**src/rtl/foodfight_bus_pkg.sv**
```systemverilog
// Shared types and defaults for the 68000 bus cycle controller.
package foodfight_bus_pkg;

    typedef enum logic [2:0] {
        ST_IDLE,
        ST_WAIT,
        ST_ACK,
        ST_VPA_SYNC,
        ST_VPA_XFER,
        ST_HOLD,
        ST_BERR
    } bus_state_t;

    localparam int WAIT_STATES_DEF = 0;
    localparam int E_DIV_DEF       = 10;
    localparam int E_HIGH_DEF      = 4;
    localparam int BERR_CYCLES_DEF = 64;

    // Wide enough for the E counter, the wait counter and the watchdog (max 255).
    localparam int CNT_W = 8;

endpackage

```
**src/rtl/bus_cycle_ctl_if.sv**
```systemverilog
// CPU-side bus handshake bundle; master is the CPU/decoder, slave is the controller.
interface bus_cycle_ctl_if;
    logic as_n;
    logic sel_dtack;
    logic sel_vpa;
    logic sel_avec;
    logic dtack_n;
    logic vpa_n;
    logic vma_n;
    logic e_clk;
    logic periph_stb;
    logic berr_n;

    modport master (
        output as_n, sel_dtack, sel_vpa, sel_avec,
        input  dtack_n, vpa_n, vma_n, e_clk, periph_stb, berr_n
    );

    modport slave (
        input  as_n, sel_dtack, sel_vpa, sel_avec,
        output dtack_n, vpa_n, vma_n, e_clk, periph_stb, berr_n
    );
endinterface

```
**src/rtl/e_clk_gen.sv**
```systemverilog
// Free-running 6800 E clock: counter 0..E_DIV-1, high for the last E_HIGH counts.
module e_clk_gen
    import foodfight_bus_pkg::*;
#(
    parameter int E_DIV  = E_DIV_DEF,
    parameter int E_HIGH = E_HIGH_DEF
) (
    input  logic clk,
    input  logic reset,
    output logic e_clk,
    output logic wrap
);

    logic [CNT_W-1:0] cnt_reg;

    // wrap is high while the next edge returns the counter to 0 (E falling edge).
    assign wrap  = (cnt_reg == CNT_W'(E_DIV - 1));
    assign e_clk = (cnt_reg >= CNT_W'(E_DIV - E_HIGH));

    always_ff @(posedge clk or posedge reset) begin
        if (reset) begin
            cnt_reg <= '0;
        end else if (wrap) begin
            cnt_reg <= '0;
        end else begin
            cnt_reg <= cnt_reg + CNT_W'(1);
        end
    end

endmodule

```
**src/rtl/bus_cycle_ctl.sv**
```systemverilog
// 68000 bus cycle controller: DTACK, VPA/AVEC (E-synchronous) and unclaimed cycles.
// Define BERR_TIMEOUT_EN to build the bus-error watchdog; otherwise berr_n is tied high.
module bus_cycle_ctl
    import foodfight_bus_pkg::*;
#(
    parameter int WAIT_STATES = WAIT_STATES_DEF,
    parameter int E_DIV       = E_DIV_DEF,
    parameter int E_HIGH      = E_HIGH_DEF,
    parameter int BERR_CYCLES = BERR_CYCLES_DEF
) (
    input  logic           clk,
    input  logic           reset,
    bus_cycle_ctl_if.slave bus
);

    logic e_clk_w;
    logic e_wrap;

    e_clk_gen #(
        .E_DIV (E_DIV),
        .E_HIGH(E_HIGH)
    ) u_e_clk_gen (
        .clk  (clk),
        .reset(reset),
        .e_clk(e_clk_w),
        .wrap (e_wrap)
    );

    bus_state_t       state_reg;
    logic [CNT_W-1:0] wait_cnt_reg;
    logic             armed_reg;
    logic             dtack_n_reg;
    logic             vpa_n_reg;
    logic             vma_n_reg;
    logic             stb_reg;
`ifdef BERR_TIMEOUT_EN
    logic [CNT_W-1:0] wd_cnt_reg;
    logic             unclaimed_reg;
    logic             berr_n_reg;
    logic             wd_expired;

    assign wd_expired = (wd_cnt_reg == CNT_W'(BERR_CYCLES - 1));
`endif

    always_ff @(posedge clk or posedge reset) begin
        if (reset) begin
            state_reg     <= ST_IDLE;
            wait_cnt_reg  <= '0;
            armed_reg     <= 1'b0;
            dtack_n_reg   <= 1'b1;
            vpa_n_reg     <= 1'b1;
            vma_n_reg     <= 1'b1;
            stb_reg       <= 1'b0;
`ifdef BERR_TIMEOUT_EN
            wd_cnt_reg    <= '0;
            unclaimed_reg <= 1'b0;
            berr_n_reg    <= 1'b1;
`endif
        end else begin
            stb_reg <= 1'b0;
            if (bus.as_n && state_reg != ST_IDLE) begin
                // Strobe released: end or abort the cycle from any active state.
                state_reg   <= ST_IDLE;
                dtack_n_reg <= 1'b1;
                vpa_n_reg   <= 1'b1;
                vma_n_reg   <= 1'b1;
`ifdef BERR_TIMEOUT_EN
                berr_n_reg  <= 1'b1;
`endif
            end else begin
`ifdef BERR_TIMEOUT_EN
                wd_cnt_reg <= wd_cnt_reg + CNT_W'(1);
`endif
                unique case (state_reg)
                    ST_IDLE: begin
                        if (bus.as_n) begin
                            armed_reg <= 1'b1;
                        end else if (armed_reg) begin
                            // A new cycle only starts after as_n was seen high in IDLE.
                            armed_reg <= 1'b0;
`ifdef BERR_TIMEOUT_EN
                            wd_cnt_reg    <= '0;
                            unclaimed_reg <= 1'b0;
`endif
                            if (bus.sel_avec || bus.sel_vpa) begin
                                state_reg <= ST_VPA_SYNC;
                            end else if (bus.sel_dtack) begin
                                state_reg    <= ST_WAIT;
                                wait_cnt_reg <= CNT_W'(WAIT_STATES);
                            end else begin
                                state_reg <= ST_HOLD;
`ifdef BERR_TIMEOUT_EN
                                unclaimed_reg <= 1'b1;
`endif
                            end
                        end
                    end
                    ST_WAIT: begin
                        if (wait_cnt_reg == '0) begin
                            state_reg   <= ST_ACK;
                            dtack_n_reg <= 1'b0;
`ifdef BERR_TIMEOUT_EN
                        end else if (wd_expired) begin
                            state_reg  <= ST_BERR;
                            berr_n_reg <= 1'b0;
`endif
                        end else begin
                            wait_cnt_reg <= wait_cnt_reg - CNT_W'(1);
                        end
                    end
                    ST_VPA_SYNC: begin
                        vpa_n_reg <= 1'b0;
                        if (e_wrap) begin
                            state_reg <= ST_VPA_XFER;
                            vma_n_reg <= 1'b0;
`ifdef BERR_TIMEOUT_EN
                        end else if (wd_expired) begin
                            state_reg  <= ST_BERR;
                            vpa_n_reg  <= 1'b1;
                            berr_n_reg <= 1'b0;
`endif
                        end
                    end
                    ST_VPA_XFER: begin
                        if (e_wrap) begin
                            state_reg <= ST_HOLD;
                            stb_reg   <= 1'b1;
                        end
                    end
                    ST_HOLD: begin
`ifdef BERR_TIMEOUT_EN
                        if (unclaimed_reg && wd_expired) begin
                            state_reg  <= ST_BERR;
                            berr_n_reg <= 1'b0;
                        end
`endif
                    end
                    ST_ACK, ST_BERR: begin
                    end
                    default: state_reg <= ST_IDLE;
                endcase
            end
        end
    end

    assign bus.dtack_n    = dtack_n_reg;
    assign bus.vpa_n      = vpa_n_reg;
    assign bus.vma_n      = vma_n_reg;
    assign bus.periph_stb = stb_reg;
    assign bus.e_clk      = e_clk_w;
`ifdef BERR_TIMEOUT_EN
    assign bus.berr_n     = berr_n_reg;
`else
    assign bus.berr_n     = 1'b1;
`endif

endmodule
```
**src/flat_wrapper.sv**
```systemverilog
// flat-port wrapper written by rule: the top's interface ports become plain ports
module bus_cycle_ctl_flat import foodfight_bus_pkg::*;
#(
    parameter int WAIT_STATES = WAIT_STATES_DEF,
    parameter int E_DIV       = E_DIV_DEF,
    parameter int E_HIGH      = E_HIGH_DEF,
    parameter int BERR_CYCLES = BERR_CYCLES_DEF
)
  (clk, reset, bus_as_n, bus_sel_dtack, bus_sel_vpa, bus_sel_avec, bus_dtack_n, bus_vpa_n, bus_vma_n, bus_e_clk, bus_periph_stb, bus_berr_n);
  bus_cycle_ctl_if bus_i ();
  input  logic clk;
  input  logic reset;
  input wire logic [$bits(bus_i.as_n)-1:0] bus_as_n;
  input wire logic [$bits(bus_i.sel_dtack)-1:0] bus_sel_dtack;
  input wire logic [$bits(bus_i.sel_vpa)-1:0] bus_sel_vpa;
  input wire logic [$bits(bus_i.sel_avec)-1:0] bus_sel_avec;
  output wire logic [$bits(bus_i.dtack_n)-1:0] bus_dtack_n;
  output wire logic [$bits(bus_i.vpa_n)-1:0] bus_vpa_n;
  output wire logic [$bits(bus_i.vma_n)-1:0] bus_vma_n;
  output wire logic [$bits(bus_i.e_clk)-1:0] bus_e_clk;
  output wire logic [$bits(bus_i.periph_stb)-1:0] bus_periph_stb;
  output wire logic [$bits(bus_i.berr_n)-1:0] bus_berr_n;
  assign bus_i.as_n = bus_as_n;
  assign bus_i.sel_dtack = bus_sel_dtack;
  assign bus_i.sel_vpa = bus_sel_vpa;
  assign bus_i.sel_avec = bus_sel_avec;
  assign bus_dtack_n = bus_i.dtack_n;
  assign bus_vpa_n = bus_i.vpa_n;
  assign bus_vma_n = bus_i.vma_n;
  assign bus_e_clk = bus_i.e_clk;
  assign bus_periph_stb = bus_i.periph_stb;
  assign bus_berr_n = bus_i.berr_n;
  bus_cycle_ctl #(.WAIT_STATES(WAIT_STATES), .E_DIV(E_DIV), .E_HIGH(E_HIGH), .BERR_CYCLES(BERR_CYCLES)) u_core (.clk(clk), .reset(reset), .bus(bus_i));
endmodule
```
**config.mk**
```make
export PLATFORM = sky130hd
export DESIGN_NAME = bus_cycle_ctl_flat
export DESIGN_NICKNAME = d
export VERILOG_FILES = /design/src/rtl/foodfight_bus_pkg.sv /design/src/rtl/bus_cycle_ctl_if.sv /design/src/rtl/e_clk_gen.sv /design/src/rtl/bus_cycle_ctl.sv /design/src/flat_wrapper.sv
export SDC_FILE = /design/constraint.sdc
export NUM_CORES = 1
export LEC_CHECK = 0
export ABC_AREA = 1
export ABC_CLOCK_PERIOD_IN_PS = 1650
export CORE_UTILIZATION = 62
export CTS_CLUSTER_SIZE = 8
export DETAILED_ROUTE_END_ITERATION = 10
export DONT_BUFFER_PORTS = 1
export GPL_TIMING_DRIVEN = 0
export PLACE_DENSITY_LB_ADDON = 0.25
export SLEW_MARGIN = 15
export SYNTH_ARGS = -nofsm -noshare
export SYNTH_HDL_FRONTEND = slang
export SYNTH_HIERARCHICAL = 1
export SYNTH_SLANG_ARGS = --single-unit
export TNS_END_PERCENT = 10
```
**constraint.sdc**
```tcl
create_clock -name clk -period 1.65 [get_ports clk]
set_input_delay 0.33 -clock clk [delete_from_list [all_inputs] [get_ports clk]]
set_output_delay 0.33 -clock clk [all_outputs]
set_load 0.1 [all_outputs]
```
# ---- Word-level counts from Yosys, hierarchy flattened
# Index checks and enable logic that the tools add are counted.
dict set report word_totals {
  out_inout_bits 6
  register_bits 24
  elab_cells 74
  romBits 0
  ram_bits 0
  n_memories 0
  in_bits 6
  latch_bits 0
}
dict set report op_classes {
  bitwise 1
  n_reduce_logical 16
  multipliers 0
  n_eq_ne 18
  n_addsub 2
  shift 0
  mux 28
  magnitude_cmp 1
  div_mod_pow 0
}
# operator n
set op_table {}
lappend op_table {{8-bit 2-to-1 mux} 6}
lappend op_table {{3-bit 2-to-1 mux} 8}
lappend op_table {{8-bit one-hot mux with 2 select lines} 1}
lappend op_table {{3-bit one-hot mux with 5 select lines} 1}
lappend op_table {{1-bit 2-to-1 mux} 12}
lappend op_table {{3-bit by 1-bit != test with 1-bit output, second input constant} 4}
lappend op_table {{2-bit nonzero test} 5}
lappend op_table {{3-bit equality test, second input constant} 3}
lappend op_table {{8-bit by 1-bit adder with 8-bit output, second input constant} 1}
lappend op_table {{8-bit by 4-bit equality test with 1-bit output, second input constant} 1}
lappend op_table {{8-bit by 3-bit >= comparator with 1-bit output, second input constant} 1}
lappend op_table {{8-bit logical NOT} 1}
lappend op_table {{2-bit != test, second input constant} 4}
lappend op_table {{8-bit by 1-bit subtractor with 8-bit output, second input constant} 1}
lappend op_table {{7-bit AND reduction} 1}
lappend op_table {{3-bit by 2-bit equality test with 1-bit output, second input constant} 2}
lappend op_table {{2-bit AND reduction} 3}
lappend op_table {{6-bit AND reduction} 1}
lappend op_table {{2-bit by 1-bit != test with 1-bit output, second input constant} 2}
lappend op_table {{3-bit by 1-bit equality test with 1-bit output, second input constant} 1}
lappend op_table {{3-bit logical NOT} 1}
lappend op_table {{3-bit by 2-bit != test with 1-bit output, second input constant} 1}
lappend op_table {{3-bit nonzero test} 1}
lappend op_table {{3-bit OR reduction} 1}
lappend op_table {{other kinds (3)} 3}

# ---- Longest topological paths before layout
dict set report depth {
  ltp_word 6
  depth_mapped 9
  depth_no_buf 9
}

# ---- Modules after synthesis
# Netlist, hierarchy kept.
# mod seq_area_each_um2 instances area_per_inst_um2 cells_each
set modules_own_cells {}
lappend modules_own_cells {bus_cycle_ctl 404.1 1 1052.3 146}
lappend modules_own_cells {e_clk_gen 200.2 1 456.7 57}

# ---- Least setup slack after synthesis
# Ideal clock, no wire load.
dict set report synth_timing {
  path_type {register to output}
  startpoint {reg u_core.u_e_clk_gen.cnt_reg[0]}
  endpoint {out bus_e_clk}
  path_buffers 0
  arrival_ns 1.691
  required_time_ns 1.320
  stages_incl_launch_ff 5
  setup_slack_ns -0.371
  cell_sequence {dfrtp_1 inv_1 ha_1 a21oi_1 nand4_1}
}
dict set report synth_via {
  elab_chain_len 1
}
# element line
set synth_lines {}
lappend synth_lines {{from (decl)} e_clk_gen.sv:14} ;# logic [CNT_W-1:0] cnt_reg;
lappend synth_lines {{from (signal assigned)} e_clk_gen.sv:26} ;# cnt_reg <= cnt_reg + CNT_W'(1);
lappend synth_lines {{8-bit by 3-bit >= comparator with 1-bit output} e_clk_gen.sv:18} ;# assign e_clk = (cnt_reg >= CNT_W'(E_DIV - E_HIGH));
lappend synth_lines {{to (decl)} flat_wrapper.sv:20} ;# output wire logic [$bits(bus_i.e_clk)-1:0] bus_e_clk;
# No other way between the ends.

# ---- Worst setup path in the final report
# Same ends and word-level chain as after synthesis.

==> metrics.cfg <==
[logic_synthesis]
synth_area_leaders=dfrtp_1, nand2_1, nor2_1, inv_1, dfstp_2
avgSynthCellArea_um2=7.433
yosysUniqueCellTypes=26
synth-seq-area-share_pct=40.05
synthesis.area_mm2=0.001509
synth_seq_cells=24
ys_warn_count=6
synth_top_cell_area_share_pct=34.83
syn_inst=203
yosysTopAreaCell=dfrtp_1
syn_nets=214

[timing]
whs_ps=98.61
slew_headroom_pct=20.19
setup_ws_ps=-598.4
setup_viol=1
fin_tns_setup_ps=-598.4
worst_pin_slew_ps=1194
rsz0062_at_grt=yes
skew_ps=11.09
maxSlewViolCount=0
fin_crit_ps=2248
fmax_mhz=444.8
fin_crit_sh_pct=136.3
hold_viol_final=0

[route]
drtIter0Drc=28
dr.pass1.iters=4
ant_nets=0
vias=1267
via_per_inst=5.279
drc=0
post_drt_wl_per_cell_um=11.90
drt_wl_total_um=2857

[die]
fp.dieW_um=51.34
ios=12
fp.dieH_um=51.34
die_area_mm2=0.002635
num_rows=17
core_mm2=0.002255
initial_core_util_pct=66.93

[clock_tree]
htree_num_levels=1
cts_tree=yes
cts_num_sinks=24
clk_latency_ps=300
cts.clk_slew.worst_paths_ps=110
cts_root_buffer=clkbuf_4
clockBufferDepth=2
numCtsBuffers=3

[flow_run]
max_cap_violations=0

[global_routing]
grt_max_degree=17
track_usage_pct=24.55
antenna_found_initial=0
grt_pass1_vias=1145
grt_overflow_total=0
grt_pass1_wl_um=4781

[setup_path]
crit_fanout=2
crit_type=register to output port
start_kind=register
ff2ff_path_depth=10
cp.required_ps=1320
r2r_start=u_core/u_e_clk_gen/cnt_reg[1]
r2r-end=u_core/state_reg[1]
worstSetupEndpointType=output port
reg2reg_slack_ps=120
cp.arrival_ps=1920

[layout]
nNetsFinal=224
areaGrowthSynthToFinish_pct=8.873
drive_gt1_share_pct=18.40
antenna_cells=0
fillers=183

[place]
port-buffer-count=0
place_hpwl_um=2088
gp_congestion=0.9421

[outcome]
violations=negative setup slack
status=finished, violations left

[power]
power.total_mw=2.663
power_leakage_nw=0.8781
ir_drop_uv=1245
power_density_mw_per_mm2=1621

[min_path]
min_path_type=primary input to register
min_to=u_core/bus.periph_stb
holdPathStages=1
min_from=bus_as_n

## critical path, stage by stage, from the launching register on
cell,delay [ps]
dfrtp_2,410
inv_2,60
ha_4,150
a21oi_2,100
nand4_1,910
## per-layer routing
metal / wire length (um) / track usage, % / vias to the layer above
li1: - / - / 642
met1: 1184 / 28.49 / 601
met2: 1578 / 46.93 / 22
met3: 78 / 1.786 / 2
met4: 16 / 8.559 / 0
met5: 0 / 0 / -
## layout make-up
cell class                      instances  area (um2)  area share (%)
Buffer                                  1       7.507          0.4570
Clock buffer                            4       36.28           2.209
Inverter                               28       105.1           6.398
Multi-Input combinational cell        150       813.3           49.50
Sequential cell                        24       605.6           36.86
Tap cell                               28       35.03           2.133
Timing Repair Buffer                    5       40.04           2.437
## synth_stat cells
cell      instances
a21oi_1           2
a31oi_4           1
buf_4             1
conb_1            1
dfrtp_1          21
dfstp_2           3
ha_1              5
inv_1            26
inv_2             2
nand2_1          58
nand2_2           4
nand2_4           3
nand3_1          11
nand3_2           1
nand3b_1          1
nand4_1           2
nor2_1           28
nor2_2            5
nor2_4            5
nor3_1            4
o21ai_0           3
o21ai_1           8
or2_1             1
or2_2             1
xnor2_1           2
xor2_1            4
## where the power goes
group          total (mW)  leakage, nW  internal [mW]  switching [mW]
clock               0.294       0.0210          0.134           0.160
combinational        1.40        0.551          0.490           0.907
sequential          0.971        0.306          0.732           0.240
## cells in the final DEF, fill, tap and decap left out, types with 2 or more instances in the layout
cell,netlist,layout
buf_4,1,5
clkbuf_4,0,3
dfrtp_1,21,20
dfstp_2,3,3
ha_1,5,4
inv_1,26,25
inv_2,2,3
nand2_1,58,58
nand2_2,4,4
nand2_4,3,3
nand3_1,11,10
nand3_2,1,2
nand4_1,2,2
nor2_1,28,28
nor2_2,5,5
nor2_4,5,5
nor3_1,4,4
o21ai_0,3,3
o21ai_1,8,8
xnor2_1,2,2
xor2_1,4,4
## cell families after synthesis
family	share of synthesized area, %
and+or+nand+nor	38.89
xor gates and xnor gates	3.483
other	0.2485
DFF	40.05
buffers and inverters	7.463
AOI/OAI and AO/OA	5.721
adders and majority gates	4.146
## what timing repair did
action                                  in CTS  in global routing
endpoints found under the hold margin       21                  0
endpoints found under the setup margin       1                  5
resized for setup                            3                  1
buffers inserted                             3                  1
hold buffers                                 1                  0
## metrics by stage
| stage | utilization (%) | std cells | worst slack (ps) | instance area [um2] |
|---|---|---|---|---|
| floorplan | - | 203 | -314.1 | 1511 |
| global placement | 68.59 | 231 | -365.1 | 1546 |
| detailed placement | 68.59 | 231 | -415.1 | 1546 |
| CTS | 72.31 | 239 | -617.1 | 1630 |
| global route | 72.86 | 240 | -652.8 | 1643 |
| finish | 72.86 | 240 | -598.4 | 1643 |
## worst max-delay path by stage
stage | from | to | slack, ps | cells past startpoint
after floorplan | u_core/u_e_clk_gen/cnt_reg[0] | bus_e_clk | -310 | 4
after global placement | u_core/u_e_clk_gen/cnt_reg[0] | bus_e_clk | -370 | 4
after detailed placement | u_core/u_e_clk_gen/cnt_reg[0] | bus_e_clk | -420 | 4
after CTS | u_core/u_e_clk_gen/cnt_reg[0] | bus_e_clk | -620 | 4
after global routing | u_core/u_e_clk_gen/cnt_reg[0] | bus_e_clk | -650 | 4
final | u_core/u_e_clk_gen/cnt_reg[0] | bus_e_clk | -600 | 4
Power figures use the tool's default switching activity.
